**config.mk**
```make
export PLATFORM = sky130hd
export DESIGN_NAME = pixel_frame_controller
export DESIGN_NICKNAME = d
export VERILOG_FILES = /design/src/rtl/pixel_frame_controller.sv
export SDC_FILE = /design/constraint.sdc
export NUM_CORES = 1
export LEC_CHECK = 0
export ABC_AREA = 1
export ABC_CLOCK_PERIOD_IN_PS = 2400
export CAP_MARGIN = 20
export CORE_ASPECT_RATIO = 1.25
export CORE_UTILIZATION = 44
export CTS_CLUSTER_DIAMETER = 50
export DETAILED_ROUTE_END_ITERATION = 8
export PLACE_DENSITY = 0.79
export SYNTH_ARGS = -nofsm -noshare
export SYNTH_HDL_FRONTEND = slang
export SYNTH_SLANG_ARGS = --single-unit
```
**constraint.sdc**
```tcl
create_clock -name clock -period 2.4 [get_ports clock]
set_clock_uncertainty 0.05 [all_clocks]
set_input_delay 0.48 -clock clock [delete_from_list [all_inputs] [get_ports clock]]
set_output_delay 0.48 -clock clock [all_outputs]
set_load 0.02 [all_outputs]
```
**src/rtl/pixel_frame_controller.sv**
```systemverilog
// Frame sequencer: streams one frame from a source RAM through the pixel
// operator into a destination RAM, tracking RAM latency and the operator register.
module pixel_frame_controller #(
  parameter int PIX_W        = 12,
  parameter int ADDR_W       = 17,
  parameter int FRAME_PIXELS = 76800
) (
  input  logic              clock,
  input  logic              reset,
  input  logic              start,
  input  logic              abort,
  input  logic [1:0]        mode_req,
  output logic              busy,
  output logic              done,
  output logic [1:0]        op_sel,
  output logic              rd_en,
  output logic [ADDR_W-1:0] rd_addr,
  input  logic [PIX_W-1:0]  rd_data,
  output logic [PIX_W-1:0]  op_pixel,
  input  logic [PIX_W-1:0]  op_result,
  output logic              wr_en,
  output logic [ADDR_W-1:0] wr_addr,
  output logic [PIX_W-1:0]  wr_data
);

  localparam logic [ADDR_W-1:0] LAST_ADDR = ADDR_W'(FRAME_PIXELS - 1);

  typedef enum logic [1:0] {IDLE, RUN, DRAIN} state_e;

  state_e            state_q, state_d;
  logic [1:0]        op_sel_q, op_sel_d;
  logic              rd_en_q, rd_en_d;
  logic [ADDR_W-1:0] rd_addr_q, rd_addr_d;
  logic              s1_vld_q, s1_vld_d;
  logic [ADDR_W-1:0] s1_addr_q, s1_addr_d;
  logic              s2_vld_q, s2_vld_d;
  logic [ADDR_W-1:0] s2_addr_q, s2_addr_d;
  logic              done_q, done_d;

  always_comb begin
    // NOTE: every signal gets a default before the case so no path leaves it unassigned (no latches).
    state_d   = state_q;
    op_sel_d  = op_sel_q;
    rd_en_d   = rd_en_q;
    rd_addr_d = rd_addr_q;
    done_d    = 1'b0;
    // Stage 1 absorbs the RAM read latency, stage 2 lines up with the operator register.
    s1_vld_d  = rd_en_q;
    s1_addr_d = rd_addr_q;
    s2_vld_d  = s1_vld_q;
    s2_addr_d = s1_addr_q;

    unique case (state_q)
      IDLE: begin
        if (start) begin
          state_d   = RUN;
          op_sel_d  = mode_req;
          rd_en_d   = 1'b1;
          rd_addr_d = '0;
        end
      end
      RUN: begin
        if (abort) begin
          state_d  = IDLE;
          rd_en_d  = 1'b0;
          s1_vld_d = 1'b0;
          s2_vld_d = 1'b0;
        end else if (rd_addr_q == LAST_ADDR) begin
          state_d = DRAIN;
          rd_en_d = 1'b0;
        end else begin
          rd_addr_d = rd_addr_q + 1'b1;
        end
      end
      DRAIN: begin
        if (abort) begin
          state_d  = IDLE;
          rd_en_d  = 1'b0;
          s1_vld_d = 1'b0;
          s2_vld_d = 1'b0;
        end else if (s2_vld_q && (s2_addr_q == LAST_ADDR)) begin
          state_d = IDLE;
          done_d  = 1'b1;
        end
      end
      default: state_d = IDLE;
    endcase
  end

  // NOTE: sequential state uses non-blocking assignments so all flops update together at the edge.
  always_ff @(posedge clock or posedge reset) begin
    if (reset) begin
      state_q   <= IDLE;
      op_sel_q  <= 2'b00;
      rd_en_q   <= 1'b0;
      rd_addr_q <= '0;
      s1_vld_q  <= 1'b0;
      s1_addr_q <= '0;
      s2_vld_q  <= 1'b0;
      s2_addr_q <= '0;
      done_q    <= 1'b0;
    end else begin
      state_q   <= state_d;
      op_sel_q  <= op_sel_d;
      rd_en_q   <= rd_en_d;
      rd_addr_q <= rd_addr_d;
      s1_vld_q  <= s1_vld_d;
      s1_addr_q <= s1_addr_d;
      s2_vld_q  <= s2_vld_d;
      s2_addr_q <= s2_addr_d;
      done_q    <= done_d;
    end
  end

  assign busy     = (state_q != IDLE);
  assign done     = done_q;
  assign op_sel   = op_sel_q;
  assign rd_en    = rd_en_q;
  assign rd_addr  = rd_addr_q;
  assign op_pixel = rd_data;
  assign wr_en    = s2_vld_q;
  assign wr_addr  = s2_addr_q;
  assign wr_data  = op_result;

endmodule

```
==> flow_summary.json, run 1 <==
{
  "status": "finished clean",
  "switching_power_mw": 0.988,
  "cp-end-kind": "output pin",
  "drc_errors": 0,
  "via_per_inst": 4.90,
  "p_int_mw": 1.82,
  "setup-violations-final": 0,
  "antennaDiodeCount": 0,
  "fin_total_pwr_mw": 2.81,
  "worst-path-buf-inv": 1,
  "cts_sinks": 59,
  "gr-total-overflow": 0,
  "nets": 361,
  "crit_arrival_ns": 1.54,
  "leakage_nw": 1.53,
  "finalCriticalPeriod_ns": 2.07,
  "die_h_um": 89.8,
  "fin_crit_sh": 0.861,
  "crit_chain": "clkdlybuf4s50_1",
  "cts-root-buf": "clkbuf_8",
  "grt_max_degree": 60,
  "drt_wl_total_mm": 5.44,
  "wl_met1_mm": 2.39,
  "synth_area_um2": 2710,
  "synth_seq_cells": 59,
  "synth_top_area_frac": 0.545,
  "dieArea_um2": 6480,
  "initial_core_util": 0.463,
  "synthFlopType": "dfrtp_1",
  "cp_data_required_time_ns": 1.87,
  "firstDrtPassIters": 4,
  "cp_slowest_cell": "clkdlybuf4s50_1",
  "met3_length_um": 243,
  "ys_seq_area_frac": 0.545,
  "antenna_found_initial": 0,
  "ctsLongestPathBuffers": 2,
  "postCtsSetupRepairBufs": 0,
  "synth_area_leaders": "dfrtp_1 54%, nand2_1 11%, buf_4 6.9%",
  "met2_length_mm": 2.66,
  "highest_layer": "met4",
  "ios": 94,
  "grt_pass1_vias": 1890,
  "area_growth_pct": 20.5,
  "hpwl_mm": 3.78,
  "path_class": "flop to output pin",
  "max_freq_mhz": 484,
  "cts_tree": "done",
  "crit_path_max_incr_delay_ns": 0.67,
  "setup_tns_ns": 0,
  "core_um2": 5860,
  "groute.usage.overall": 0.183,
  "synth-edff-count": 0,
  "cts_buffers": 9,
  "drive_gt1_frac": 0.106,
  "grt_pass1_wl_mm": 8.93,
  "synth_nets": 330,
  "start_kind": "flop",
  "slew-limit-headroom": 0.732,
  "clkSlewWorstSetupHoldPaths_ns": 0.06,
  "p_per_area_nw_per_um2": 861,
  "cts-htree-levels": 3,
  "swShare": 0.351,
  "yosysTopAreaCell": "dfrtp_1",
  "rsz0062_at_grt": "false",
  "postSynthCellCount": 295,
  "p_clk_frac": 0.285,
  "async_flop_share": 1.00,
  "crit_fanout": 9,
  "peakVddDrop_uv": 430,
  "die_w_um": 72.2,
  "yosys.cell_types.count": 25,
  "p_comb_frac": 0.304,
  "rows": 31,
  "timing_hold_violations_final": 0,
  "min_path_type": "flop to flop",
  "drt-initial-drc-count": 125,
  "gp_congestion": 0.856,
  "clock_latency_ns": 0.34,
  "routed-via-count": 2022,
  "maxCapViolCount": 0,
  "ys_warn_count": 0,
  "numPortBuffers": 45,
  "critPathTopFamily": "buffers and inverters",
  "maxSlewViolCount": 0,
  "power_frac_seq": 0.411,
  "wl_per_cell_um": 13.2,
  "syn_avg_cell_area_um2": 9.19,
  "ctsHoldBuffers": 0,
  "worst_slew_pin_slew_ns": 0.402,
  "ant_nets": 0
}
## worst paths after layout
kind / startpoint / endpoint / slack [ns] / cells after the start
max: rd_addr[13]$_DFFE_PP0P_ / rd_addr[13] / 0.33 / 1
max in group asynchronous: reset / rd_addr[14]$_DFFE_PP0P_ / 1.58 / 3
min reg2reg: s1_addr_q[11]$_DFF_PP0_ / wr_addr[11]$_DFF_PP0_ / 0.30 / 0
min: s1_addr_q[11]$_DFF_PP0_ / wr_addr[11]$_DFF_PP0_ / 0.30 / 0
max reg2reg: rd_addr[0]$_DFFE_PP0P_ / rd_addr[14]$_DFFE_PP0P_ / 0.54 / 10
min in group asynchronous: reset / wr_addr[12]$_DFF_PP0_ / 0.46 / 3
## sequential cells by signal, indices dropped and copies added, names as in the netlist
name       cells
state_q        2
wr_addr       17
s1_addr_q     17
rd_addr       17
s1_vld_q       1
wr_en          1
op_sel         2
done           1
rd_en          1
## layout by cell type, fill, tap and decap left out, drive strengths merged, types with 2 or more instances in the layout
master / netlist / layout
nand2: 87 / 87
o21ai: 3 / 3
inv: 25 / 25
xor2: 6 / 6
ha: 5 / 5
mux2: 2 / 2
clkinvlp: 0 / 2
nand3: 18 / 18
dfrtp: 59 / 59
nand4: 12 / 12
clkinv: 0 / 2
buf: 26 / 3
clkdlybuf4s50: 0 / 44
a21oi: 2 / 2
clkbuf: 2 / 12
o21bai: 4 / 4
nor3: 3 / 3
a21boi: 2 / 2
nor2: 38 / 38
## power by group through the flow
stage | combinational, mW | clock [mW] | sequential [mW]
6_report | 0.856 | 0.801 | 1.15
4_1_cts | 0.860 | 0.817 | 1.16
2_1_floorplan | 0.609 | 0 | 1.23
5_1_grt | 0.934 | 0.869 | 1.17
3_3_place_gp | 0.837 | 0 | 1.17
3_5_place_dp | 0.854 | 0 | 1.17
## routing by layer
| layer | vias up | track usage |
|---|---|---|
| met5 | - | 0 |
| met2 | 47 | 0.279 |
| met4 | 0 | 0.119 |
| met3 | 19 | 0.0460 |
| li1 | 967 | - |
| met1 | 989 | 0.227 |
## Yosys cell counts (2+ instances only)
library cell and number:
nand2_2 6, nor3_1 3, ha_1 5, buf_4 25, o21ai_0 3, nand2_4 2
xor2_1 6, inv_2 2, nand3_1 18, inv_1 23, a21boi_0 2, mux2_2 2
nand2_1 78, clkbuf_1 2, nand4_1 12, dfrtp_1 59, nor2_1 36, o21bai_1 4
## through the flow
step / area [µm²] / utilization / setup WS, ns / std cells / hold WS [ns]
final: 3270 / 0.558 / 0.335 / 413 / 0.296
after global routing: 3270 / 0.558 / 0.286 / 413 / 0.305
after CTS: 3260 / 0.557 / 0.0901 / 413 / 0.298
after detailed placement: 3080 / 0.527 / 0.460 / 397 / 0.285
after global placement: 3080 / 0.527 / 0.499 / 397 / 0.282
after floorplan: 2710 / - / 0.414 / 295 / 0.281
## layout make-up
type,count,area (µm²)
multi-input combinational,183,926
inverter,25,93.8
timing repair buffer,48,488
tap,82,103
clock buffer,12,155
sequential,59,1480
clock inverter,4,25.0
fill,537,2590
## timing repair
action / CTS / global route
hold endpoints to repair: 0 / 0
gates resized for setup: 0 / 1
setup endpoints to repair: 0 / 1
## kinds of logic after synthesis
| group | count (synthesis) | share of synthesized area |
|---|---|---|
| compound gates | 11 | 0.0272 |
| xor+xnor | 7 | 0.0226 |
| fa+ha+maj | 5 | 0.0231 |
| buf+inv | 53 | 0.114 |
| flops | 59 | 0.545 |
| mux | 2 | 0.00831 |
| simple gates | 158 | 0.260 |
Note: power is estimated with default switching activity, not from simulation.
==> run 2: changes to the inputs <==
Settings changed: ABC_AREA 1 to unset, PLACE_DENSITY 0.79 to 0.81.
==> run 2 against run 1 <==
Compared with the run above: maximum frequency decreased by 6.3%; critical endpoint is now state_q[1]$_DFFE_PP0P_; via count decreased by 13%; global-route usage increased by 1.8 points; total power is 5.3% higher; first-iteration DRC count shrank 31%; combinational power is 3.4% higher; largest cell class unchanged.
==> flow_summary.json, run 2 <==
{
  "min_path_type": "flop to flop",
  "cp-end-kind": "flop",
  "leakage_nw": 1.37,
  "cts-htree-levels": 3,
  "nets": 277,
  "crit_fanout": 6,
  "cp_slowest_cell": "dfrtp_1",
  "die_h_um": 85.4,
  "routed-via-count": 1751,
  "p_per_area_nw_per_um2": 969,
  "worst_slew_pin_slew_ns": 0.470,
  "core_um2": 5410,
  "worstHoldStart": "s1_addr_q[16]$_DFF_PP0_",
  "grt_pass1_wl_mm": 8.43,
  "die_w_um": 68.8,
  "dpl.cell_count": 295,
  "area_growth_pct": 24.6,
  "fin_area_um2": 3050,
  "postCtsSetupRepairBufs": 0,
  "yosys.cell_types.count": 41,
  "peakVddDrop_uv": 453,
  "ys_seq_area_frac": 0.602,
  "setup-violations-final": 0,
  "postSynthCellCount": 204,
  "synth-edff-count": 0,
  "setup_slack_ns": 0.196,
  "r2r_start": "rd_addr[1]$_DFFE_PP0P_",
  "ys_warn_count": 0,
  "grt_max_degree": 60,
  "maxSlewViolCount": 0,
  "synth_nets": 239,
  "layout_commonest_cell": "dfrtp_1",
  "placed_area_um2": 2860,
  "firstDrtPassIters": 4,
  "switching_power_mw": 0.958,
  "start_kind": "flop",
  "syn_avg_cell_area_um2": 12.0,
  "via_per_inst": 5.63,
  "numPortBuffers": 45,
  "synth.most_common_cell": "dfrtp_1",
  "drc_errors": 0,
  "antennaDiodeCount": 0,
  "wl_per_cell_um": 16.5,
  "worst_hold_slack_ns": 0.298,
  "ctsHoldBuffers": 0,
  "p_comb_frac": 0.299,
  "cts_sinks": 59,
  "critical_path.startpoint": "rd_addr[1]$_DFFE_PP0P_",
  "crit_arrival_ns": 2.40,
  "max_freq_mhz": 454,
  "worst-path-buf-inv": 1,
  "holdPathEnd": "wr_addr[16]$_DFF_PP0_",
  "power_frac_seq": 0.408,
  "cts_tree": "done",
  "fin_util": 0.565,
  "timing_hold_violations_final": 0,
  "crit_chain": "ha_1, and3_1, nand4_1, buf_4, a221oi_1, mux2i_1",
  "path_class": "flop to flop",
  "initial_core_util": 0.453,
  "synthTopCellsByCount": "59 x dfrtp_1, 24 x buf_4, 15 x nand2_1, 11 x nor2_1, 8 x a21oi_1",
  "fin_cells": 311,
  "clkSlewWorstSetupHoldPaths_ns": 0.06,
  "drive_gt1_frac": 0.142,
  "slew-limit-headroom": 0.685,
  "setup_tns_ns": 0,
  "gr-total-overflow": 0,
  "finalCriticalPeriod_ns": 2.20,
  "fin_crit_sh": 0.919,
  "critPathTopFamily": "flip-flops",
  "antenna_found_initial": 0,
  "synth_area_um2": 2450,
  "synth_top_area_frac": 0.602,
  "cts-root-buf": "clkbuf_8",
  "rows": 30,
  "p_int_mw": 2.00,
  "maxCapViolCount": 0,
  "gp_congestion": 0.934,
  "crit_path_max_incr_delay_ns": 0.47,
  "synthFlopType": "dfrtp_1",
  "rsz0062_at_grt": "false",
  "fin_total_pwr_mw": 2.96,
  "cts_buffers": 9,
  "min_path_cells": 0,
  "synth_area_leaders": "dfrtp_1 60%, buf_4 7.4%, ha_1 2.6%",
  "swShare": 0.324,
  "ctsLongestPathBuffers": 2,
  "reg2reg_depth": 6,
  "groute.usage.overall": 0.201,
  "grt_pass1_vias": 1722,
  "pre_cts_slack_ns": 0.0426,
  "drt-initial-drc-count": 86,
  "async_flop_share": 1.00,
  "dieArea_um2": 5870,
  "drt_wl_total_mm": 5.14,
  "synth_seq_cells": 59,
  "status": "finished clean",
  "cp_data_required_time_ns": 2.60,
  "hpwl_mm": 3.57,
  "yosysTopAreaCell": "dfrtp_1",
  "final_cell_mix": "59 x dfrtp_1, 44 x clkdlybuf4s50_1, 15 x nand2_1",
  "ant_nets": 0,
  "r2r_setup_slack_ns": 0.20,
  "clock_latency_ns": 0.33,
  "ios": 94,
  "p_clk_frac": 0.293,
  "r2r_end": "state_q[1]$_DFFE_PP0P_"
}
==> run 2: changes by cell type in the layout (fill, tap and decap cells not counted), sizes merged, moves of 4 or more <==
cell / change
nand3: -11
a21oi: +7
o211ai: +5
or3: +4
o21bai: -4
nor2: -27
or4: +7
inv: -20
o31ai: +5
buf: +7
nand4: -5
nand2: -72
==> run 2: logic make-up (layout without fill, tap and decap cells) <==
family / after synthesis / after routing / share of synthesized area
AO/OA/AOI/OAI: 31 / 31 / 0.0832
XOR/XNOR: 5 / 5 / 0.0179
adder cells (fa/ha/maj): 5 / 5 / 0.0255
buffers and inverters: 33 / 76 / 0.0944
flip-flops: 59 / 59 / 0.602
multiplexers: 5 / 5 / 0.0214
AND/OR/NAND/NOR: 66 / 66 / 0.155
==> run 2: final cells by class <==
cell class                      instances  area [µm²]
Fill cell                             463        2350
Sequential cell                        59        1480
Multi-Input combinational cell        112         743
Timing Repair Buffer                   55         541
Clock buffer                           11         141
Tap cell                               64        80.1
Clock inverter                          5        52.6
Inverter                                5        18.8
==> run 2: per-layer routing <==
layer	wire length [µm]	global-route usage
met1	1960	0.246
met2	2650	0.304
met3	287	0.0349
met4	242	0.158
met5	0	0
==> run 2: worst max path at each step <==
| stage | endpoint | depth (start not counted) | slack [ns] |
|---|---|---|---|
| 2_1_floorplan | rd_addr[15]$_DFFE_PP0P_ | 6 | 0.32 |
| 6_report | state_q[1]$_DFFE_PP0P_ | 6 | 0.20 |
| 5_1_grt | rd_addr[13]$_DFFE_PP0P_ | 6 | 0.05 |
| 4_1_cts | busy | 4 | 0.07 |
| 3_5_place_dp | rd_addr[4]$_DFFE_PP0P_ | 6 | 0.04 |
| 3_3_place_gp | rd_addr[7]$_DFFE_PP0P_ | 6 | 0.12 |
==> run 2: what timing repair did <==
action | CTS | global route
endpoints found under the setup margin | 0 | 1
hold endpoints to repair | 0 | 0
gates resized for setup | 0 | 1
==> run 2: power by group through the flow <==
stage / registers, mW / logic (mW) / clock network [mW]
6_report: 1.21 / 0.885 / 0.868
4_1_cts: 1.21 / 0.889 / 0.885
2_1_floorplan: 1.31 / 0.500 / 0
3_5_place_dp: 1.23 / 0.874 / 0
5_1_grt: 1.22 / 0.968 / 0.935
3_3_place_gp: 1.23 / 0.850 / 0
